`config.mk`:
```
export PLATFORM = sky130hd
export DESIGN_NAME = axi4_ring_writer
export DESIGN_NICKNAME = d
export VERILOG_FILES = /design/src/rtl/axi4_pkg.sv /design/src/rtl/axi4_ring_writer.sv
export SDC_FILE = /design/constraint.sdc
export NUM_CORES = 1
export LEC_CHECK = 0
export BUFFER_PORTS_ARGS = -buffer_cell sky130_fd_sc_hd__buf_4
export CORE_MARGIN = 10
export CORE_UTILIZATION = 25
export DETAILED_ROUTE_END_ITERATION = 10
export HOLD_SLACK_MARGIN = 0.12
export PLACE_DENSITY = 0.68
export SYNTH_ARGS = -nofsm -noshare
export SYNTH_HDL_FRONTEND = slang
export SYNTH_SLANG_ARGS = --single-unit
```
`constraint.sdc`:
```
create_clock -name aclk -period 1.6 [get_ports aclk]
set_clock_uncertainty 0.05 [all_clocks]
set_input_delay 0.24 -clock aclk [delete_from_list [all_inputs] [get_ports aclk]]
set_output_delay 0.24 -clock aclk [all_outputs]
set_load 0.01 [all_outputs]
```
`src/rtl/axi4_pkg.sv`:
```
// Shared AXI4 definitions: write-FSM state encoding, burst/response codes,
// and the AxSIZE helper used by AXI4 masters in this codebase.
package axi4_pkg;

  // Write-master sequencing states
  typedef enum logic [1:0] {
    ST_IDLE = 2'd0,
    ST_ADDR = 2'd1,
    ST_DATA = 2'd2,
    ST_RESP = 2'd3
  } wr_state_e;

  localparam logic [1:0] AXI_BURST_INCR = 2'b01;

  localparam logic [1:0] AXI_RESP_OKAY   = 2'b00;
  localparam logic [1:0] AXI_RESP_EXOKAY = 2'b01;
  localparam logic [1:0] AXI_RESP_SLVERR = 2'b10;
  localparam logic [1:0] AXI_RESP_DECERR = 2'b11;

  // AxSIZE encoding for a power-of-two beat size in bytes (1..128)
  function automatic logic [2:0] axi_size_from_bytes(input int unsigned nbytes);
    logic [2:0] size;
    size = 3'd0;
    for (int i = 0; i < 8; i++) begin
      if ((32'd1 << i) == nbytes) size = 3'(i);
    end
    return size;
  endfunction

endpackage

```
`src/rtl/axi4_ring_writer.sv`:
```
// AXI4 ring-buffer writer: streams samples from an AXI-Stream-like input
// into a power-of-two byte ring at base_addr using fixed-length INCR bursts.
// Optional statistics outputs (burst_count, wrap_count) are built only when
// AXI4_RING_WRITER_STATS_EN is defined.
module axi4_ring_writer
  import axi4_pkg::*;
#(
  parameter int DATA_WIDTH = 32,
  parameter int ADDR_WIDTH = 32,
  parameter int BURST_LEN  = 16,
  parameter int RING_LOG2  = 12
) (
  input  logic                    aclk,
  input  logic                    aresetn,
  input  logic                    enable,
  input  logic [ADDR_WIDTH-1:0]   base_addr,
  input  logic [DATA_WIDTH-1:0]   s_tdata,
  input  logic                    s_tvalid,
  output logic                    s_tready,
  output logic [ADDR_WIDTH-1:0]   m_axi_awaddr,
  output logic [7:0]              m_axi_awlen,
  output logic [2:0]              m_axi_awsize,
  output logic [1:0]              m_axi_awburst,
  output logic                    m_axi_awvalid,
  input  logic                    m_axi_awready,
  output logic [DATA_WIDTH-1:0]   m_axi_wdata,
  output logic [DATA_WIDTH/8-1:0] m_axi_wstrb,
  output logic                    m_axi_wlast,
  output logic                    m_axi_wvalid,
  input  logic                    m_axi_wready,
  input  logic [1:0]              m_axi_bresp,
  input  logic                    m_axi_bvalid,
  output logic                    m_axi_bready,
  output logic [RING_LOG2-1:0]    wr_ptr,
  output logic                    busy,
  output logic                    error
`ifdef AXI4_RING_WRITER_STATS_EN
  ,
  output logic [31:0]             burst_count,
  output logic [15:0]             wrap_count
`endif
);

  localparam int BYTES_PER_BEAT = DATA_WIDTH / 8;
  localparam int BURST_BYTES    = BURST_LEN * BYTES_PER_BEAT;
  localparam int BEAT_W         = (BURST_LEN > 1) ? $clog2(BURST_LEN) : 1;

  localparam logic [BEAT_W-1:0]    LAST_BEAT  = BEAT_W'(BURST_LEN - 1);
  // A burst that fills the whole ring truncates to 0 here, which still
  // lands every burst back on offset 0 as required.
  localparam logic [RING_LOG2-1:0] BURST_STEP = RING_LOG2'(BURST_BYTES);
  localparam logic [2:0]           AW_SIZE    = axi_size_from_bytes(BYTES_PER_BEAT);

  wr_state_e             state, state_nxt;
  logic [RING_LOG2-1:0]  offset;
  logic [RING_LOG2-1:0]  offset_nxt;
  logic [BEAT_W-1:0]     beat_cnt;
  logic                  enable_q;
  logic                  aw_hs, w_hs, b_hs;
  logic                  ring_wrap;

  assign aw_hs      = m_axi_awvalid & m_axi_awready;
  assign w_hs       = m_axi_wvalid & m_axi_wready;
  assign b_hs       = m_axi_bvalid & m_axi_bready;
  assign offset_nxt = offset + BURST_STEP;
  assign ring_wrap  = (offset_nxt == '0);

  // Static burst attributes; address is stable while in ADDR because
  // offset only moves on the B handshake.
  assign m_axi_awaddr  = base_addr | ADDR_WIDTH'(offset);
  assign m_axi_awlen   = 8'(BURST_LEN - 1);
  assign m_axi_awsize  = AW_SIZE;
  assign m_axi_awburst = AXI_BURST_INCR;
  assign m_axi_wstrb   = '1;
  assign m_axi_wdata   = s_tdata;

  // State register
  always_ff @(posedge aclk or negedge aresetn) begin
    // NOTE: sequential state uses non-blocking assignments so every flop
    // samples pre-edge values regardless of process evaluation order.
    if (!aresetn) state <= ST_IDLE;
    else          state <= state_nxt;
  end

  // Next-state decode; a burst, once addressed, always runs to its response
  always_comb begin
    // NOTE: default assignment first so no path leaves state_nxt unassigned
    // (otherwise a latch is inferred).
    state_nxt = state;
    unique case (state)
      ST_IDLE: if (enable)               state_nxt = ST_ADDR;
      ST_ADDR: if (aw_hs)                state_nxt = ST_DATA;
      ST_DATA: if (w_hs && m_axi_wlast)  state_nxt = ST_RESP;
      ST_RESP: if (b_hs)                 state_nxt = enable ? ST_ADDR : ST_IDLE;
      default:                           state_nxt = ST_IDLE;
    endcase
  end

  // Per-state handshake outputs; stream is wired straight through in DATA
  always_comb begin
    m_axi_awvalid = 1'b0;
    m_axi_wvalid  = 1'b0;
    m_axi_wlast   = 1'b0;
    m_axi_bready  = 1'b0;
    s_tready      = 1'b0;
    busy          = 1'b1;
    unique case (state)
      ST_IDLE: busy = 1'b0;
      ST_ADDR: m_axi_awvalid = 1'b1;
      ST_DATA: begin
        m_axi_wvalid = s_tvalid;
        s_tready     = m_axi_wready;
        m_axi_wlast  = (beat_cnt == LAST_BEAT);
      end
      ST_RESP: m_axi_bready = 1'b1;
      default: busy = 1'b0;
    endcase
  end

  // Beat counter: advances only on completed W beats, rewinds after wlast
  always_ff @(posedge aclk or negedge aresetn) begin
    if (!aresetn)  beat_cnt <= '0;
    else if (w_hs) beat_cnt <= m_axi_wlast ? '0 : beat_cnt + 1'b1;
  end

  // Ring offset and published write pointer move together on the B handshake
  always_ff @(posedge aclk or negedge aresetn) begin
    if (!aresetn) begin
      offset <= '0;
      wr_ptr <= '0;
    end else if (b_hs) begin
      offset <= offset_nxt;
      wr_ptr <= offset_nxt;
    end
  end

  // Sticky error; cleared only by a fresh enable request while idle
  always_ff @(posedge aclk or negedge aresetn) begin
    if (!aresetn) begin
      enable_q <= 1'b0;
      error    <= 1'b0;
    end else begin
      enable_q <= enable;
      if (b_hs && (m_axi_bresp != AXI_RESP_OKAY))
        error <= 1'b1;
      else if ((state == ST_IDLE) && enable && !enable_q)
        error <= 1'b0;
    end
  end

`ifdef AXI4_RING_WRITER_STATS_EN
  // Completed-burst and ring-wrap counters, both free-running
  always_ff @(posedge aclk or negedge aresetn) begin
    if (!aresetn) begin
      burst_count <= '0;
      wrap_count  <= '0;
    end else if (b_hs) begin
      burst_count <= burst_count + 32'd1;
      if (ring_wrap) wrap_count <= wrap_count + 16'd1;
    end
  end
`else
  // Wrap detection only feeds the statistics counters
  logic unused_wrap;
  assign unused_wrap = ring_wrap;
`endif

endmodule

```
Word level (Yosys, flattened, before mapping)
Index checks and enable logic that the tools add are counted.
{ "word_totals": {"reg_bits": 20, "in_bits": 73, "out_inout_bits": 100, "wordCells": 43} }
{ "classes": {"addsub": 2, "n_eq_ne": 8, "n_mux": 15, "bitwise": 4, "reduce_logical": 9} }
{ "op_table": {"columns": ["cell", "count"], "rows": [
  ["$or A32 B12 Y32", 1],
  ["$add A12 B7 Y12 const B", 1],
  ["$mux W1", 9],
  ["$mux W2", 4],
  ["$ne A2 B2 Y1 const B", 4],
  ["$pmux W2 S4", 1],
  ["$add A4 B1 Y4 const B", 1],
  ["$eq A2 B2 Y1 const B", 2],
  ["$eq A4 B4 Y1 const B", 1],
  ["$logic_and A1 B1 Y1", 4],
  ["$mux W4", 1],
  ["$reduce_and A4 Y1", 1],
  ["$reduce_bool A2 Y1", 2],
  ["$and A1 B1 Y1", 3],
  ["$eq A2 B1 Y1 const B", 1],
  ["$logic_not A2 Y1", 1],
  ["$logic_not A1 Y1", 1]
]} }

Depth between registers and ports, before layout
{ "depth": {"word_depth": 6, "depth_mapped": 6, "ltp_nobuf": 6} }

Least setup slack after synthesis
OpenSTA, ideal clock, no wires.
{ "synth_timing": {"path_kind": "register -> register", "start": "reg state[0]", "end": "reg state[1]", "setup_ns": 0.120, "arrival_time_ns": 1.436, "required_ns": 1.430, "slack_ns": -0.006, "path_stages_with_launch": 6, "n_path_buf": 0, "synth_period_minus_slack_ns": 1.606, "cell_sequence": "dfrtp_1 inv_1 ha_1 a222oi_1 a21oi_1 a31o_1"} }
{ "synth_via": {"elab_chain_len": 6, "word_cells_on_any_way": 18, "cone_classes": "7 x eq/ne; 5 x mux; 3 x bitwise; 3 x reduce/logical"} }
{ "synth_lines": {"columns": ["item", "line", "source"], "rows": [
  ["start, declared", "axi4_ring_writer.sv:54", "wr_state_e state, state_nxt;"],
  ["start signal, assigned", "axi4_ring_writer.sv:82", "else state <= state_nxt;"],
  ["$eq A2 B2 Y1", "axi4_ring_writer.sv:90, axi4_ring_writer.sv:107", null],
  ["$mux W1", "axi4_ring_writer.sv:107", "unique case (state)"],
  ["$and A1 B1 Y1", "axi4_ring_writer.sv:63", "assign w_hs = m_axi_wvalid & m_axi_wready;"],
  ["$logic_and A1 B1 Y1", "axi4_ring_writer.sv:93", "ST_DATA: if (w_hs && m_axi_wlast) state_nxt = ST_RESP;"],
  ["$ne A2 B2 Y1 (no line)", null, null],
  ["$reduce_and A4 Y1 (no line)", null, null]
]} }
Parallel ways exist; a longest one is shown, timed or not.
A chain may end at the register's enable or synchronous reset.

Worst setup path in the final report
{ "layout_timing": {"start": "reg state[0]", "end": "out m_axi_wvalid"} }
{ "layout_via": {"elab_chain_len": 2} }
{ "layout_lines": {"columns": ["item", "line", "source"], "rows": [
  ["$eq A2 B2 Y1", "axi4_ring_writer.sv:107", null],
  ["$mux W1", "axi4_ring_writer.sv:107", null],
  ["end, declared", "axi4_ring_writer.sv:29", "output logic m_axi_wvalid,"]
]} }
Every way passes these cells.

==> key figures <==
Die
  – Core outline area: ~5200 sq um
  – Die outline width: roughly 94 um
  – Number of placement rows: 26
  – Height of the chip: between 90 and 100 um
  – Die footprint: 8850 sq um
  – Initial Utilization: between 20% and 30%
  – Top Ports: roughly 170

Synth
  – Yosys warning total: 0
  – Dominant cell type by area after synthesis: sky130_fd_sc_hd__buf_4
  – Dominant cells by area after synthesis: sky130_fd_sc_hd__buf_4 (44%), sky130_fd_sc_hd__dfrtp_1 (26%), sky130_fd_sc_hd__ha_1 (6.4%)
  – Register bit count reported by yosys: 14
  – Summed instance area of the synthesized netlist: 1370 sq um
  – Sequential cell area fraction in the yosys report: about a quarter
  – Post-synthesis area per instance: around 9 sq um
  – Area share of the leading cell type in the synthesized netlist: 44.3%
  – Number of distinct standard cells referenced by the synthesized netlist: 26
  – Cells after Synth: 155

Finish
  – Commonest non-fill, non-tap cell in the layout: sky130_fd_sc_hd__buf_4
  – Multi-input logic area: about 500 sq um
  – Flip-flop and latch area: approximately 350 sq um
  – Fill cell count: between 500 and 600
  – Leading cell types in the layout, fill and taps excluded: sky130_fd_sc_hd__buf_4 (42), sky130_fd_sc_hd__conb_1 (23), sky130_fd_sc_hd__dfrtp_1 (13)
  – Post-synthesis to final-layout area growth: -0.638%
  – Fin nets: approximately 230
  – Fraction of final layout cells with drive strength greater than 1: between 40% and 50%
  – Antenna cells: 0

STA
  – Least setup slack across all paths after layout: 0.00473 ns
  – Hold Fails Final Rpt: 0
  – Total negative setup slack: 0 ns
  – F_max: roughly 630 MHz
  – Final setup viols: 0
  – Final slew viol count: 0
  – Final critical-path required period: 1.60 ns
  – Hold WS: 0.210 ns
  – Post-route clock period utilization: between 90% and 100%
  – RSZ-0062 raised after global routing: true

Pwr
  – Part of the power in the clock network: ~17%
  – Cell Int Power: between 1 and 1.5 mW
  – Maximum vdd ir drop: between 0.4 and 0.5 mV
  – Power share of the sequential group: between 30% and 40%
  – Switching pwr: roughly 0.77 mW
  – Net switching fraction of the power: 36.9%
  – Combinational fraction of design power: about 53%
  – Leakage power total: roughly 0.69 nW
  – Power per cell area: approximately 1500 nW/um^2

Job
  – Max Cap Viol: 0

Place
  – DPL Wire Length: approximately 2300 um
  – Setup Slack @ Placement: -0.0670 ns
  – Final Wtd Congestion: 0.840
  – Count of buffers inserted at the top-level ports: 33

Status
  – Outcome: complete, no violations

Global routing
  – Largest net degree at the start of global routing: 15
  – Tot GR Track Use: 5.68%
  – GR Overflow Total: 0
  – Global-route wire length before repair: around 4000 um
  – Via count of the first global-routing pass: between 800 and 900
  – Initial antenna violation count: 0

Route
  – Drt first pass iters: 4
  – Number of DRC markers in iteration 0: 18
  – Routed wire length: ~2800 um
  – Total vias in the final route: roughly 830
  – Per-cell routed wire length: between 10 and 15 um
  – Via count normalized by instance count: ~3.9
  – DRC violations left: 0
  – Antenna-violating nets left: 0

Clock network
  – Total clock buffers created by CTS: 3
  – Clock transition at the registers of the reported paths: around 0.060 ns
  – Number of clock sinks: 14
  – CTS tree: built
  – Insertion delay of the later-clocked pin in the worst-skew pair: 0.24 ns
  – Maximum count of clock buffers along a single path: 2
  – Root Driver: sky130_fd_sc_hd__clkbuf_8
  – Htree depth: 1

Setup path
  – Crit start category: flop
  – Biggest fanout along the worst timing path: 5
  – WP data arrival: about 1.3 ns
  – Critical setup path kind: reg -> out
  – Crit path capture type: primary output
  – Required time of the worst setup path: roughly 1.3 ns

Min path
  – Min-Delay Path Class: in -> reg
## critical path, stage by stage (launching register included)
cell                      delay [ns]
sky130_fd_sc_hd__dfrtp_1        0.39
sky130_fd_sc_hd__inv_1          0.14
sky130_fd_sc_hd__ha_2           0.23
sky130_fd_sc_hd__and2_1         0.17
sky130_fd_sc_hd__buf_4          0.13
## cell families (layout without fill, tap and decap cells)
logic type      Yosys count  count (layout)  share of synthesized area (%)
xor+xnor                  6               6                           3.83
compound gates           13              13                           6.75
buf+inv                  88              56                           46.2
mux                       2               2                           1.64
simple gates             23              23                           9.12
fa+ha+maj                 7               7                           6.38
other cells               2              23                          0.547
flops                    14              14                           25.5
## state kept, by name, indices dropped and copies added (netlist names)
signal / cells
state: 2
enable_q: 1
error: 1
beat_cnt: 4
offset: 6
## stage by stage
stage,util (%),total power [mW],instance area (sq um),instances
after floorplan,-,1.34,1450,176
after detailed placement,23.1,1.60,1200,201
after global routing,26.2,2.26,1360,214
after CTS,25.1,2.03,1310,210
after global placement,23.1,1.57,1200,201
final,26.2,2.09,1360,214
## synthesized netlist by cell type, drive strengths merged
| cell | number |
|---|---|
| and2 | 4 |
| a31o | 2 |
| inv | 7 |
| o31ai | 2 |
| nor3 | 1 |
| nor2 | 2 |
| nand2 | 3 |
| and3 | 1 |
| a222oi | 1 |
| o21ai | 2 |
| xor2 | 1 |
| a31oi | 2 |
| xnor2 | 5 |
| a211oi | 1 |
| dfrtp | 14 |
| a21oi | 1 |
| ha | 7 |
| mux2 | 2 |
| nand4 | 1 |
| conb | 2 |
| or2 | 7 |
| a21boi | 1 |
| nand3 | 4 |
| a21o | 1 |
| buf | 81 |
## path summary, 6_finish.rpt
kind                                start      endpoint  slack [ns]  depth (start not counted)
max reg2reg                      state[0]      state[1]        0.02                          6
max in group asynchronous         aresetn      state[1]        0.98                          2
min                        m_axi_bresp[0]         error        0.21                          3
min reg2reg                      enable_q         error        0.43                          2
min in group asynchronous         aresetn   beat_cnt[3]        0.34                          2
max                              state[0]  m_axi_wvalid       0.005                          4
## metal layers
layer  global-route usage, %  share of wire (%)
met5                       0                  0
met4                    5.32                3.8
met3                    3.84                 15
met2                    8.29                 48
met1                    5.21                 33
## final cells by class
class,count,area share [%]
Multi-Input combinational cell,74,36.2
Sequential cell,14,25.8
Timing Repair Buffer,45,25.6
Tap cell,70,6.42
Clock buffer,4,4.04
Inverter,7,1.93
## power groups by stage
| stage | sequential, mW | clock [mW] | combinational, mW |
|---|---|---|---|
| 2_1_floorplan | 0.638 | 0 | 0.700 |
| 3_3_place_gp | 0.643 | 0 | 0.929 |
| 3_5_place_dp | 0.649 | 0 | 0.950 |
| 4_1_cts | 0.633 | 0.358 | 1.04 |
| 5_1_grt | 0.661 | 0.377 | 1.22 |
| 6_report | 0.638 | 0.345 | 1.11 |
## repair_timing
action,4_1_cts,5_1_grt
resized for setup,3,7
buffers inserted,3,5
hold buffers,2,0
endpoints found under the setup margin,6,5
pin swaps,1,2
hold endpoints to repair,15,0
gates cloned,0,0
(Power assumes the default switching activity.)
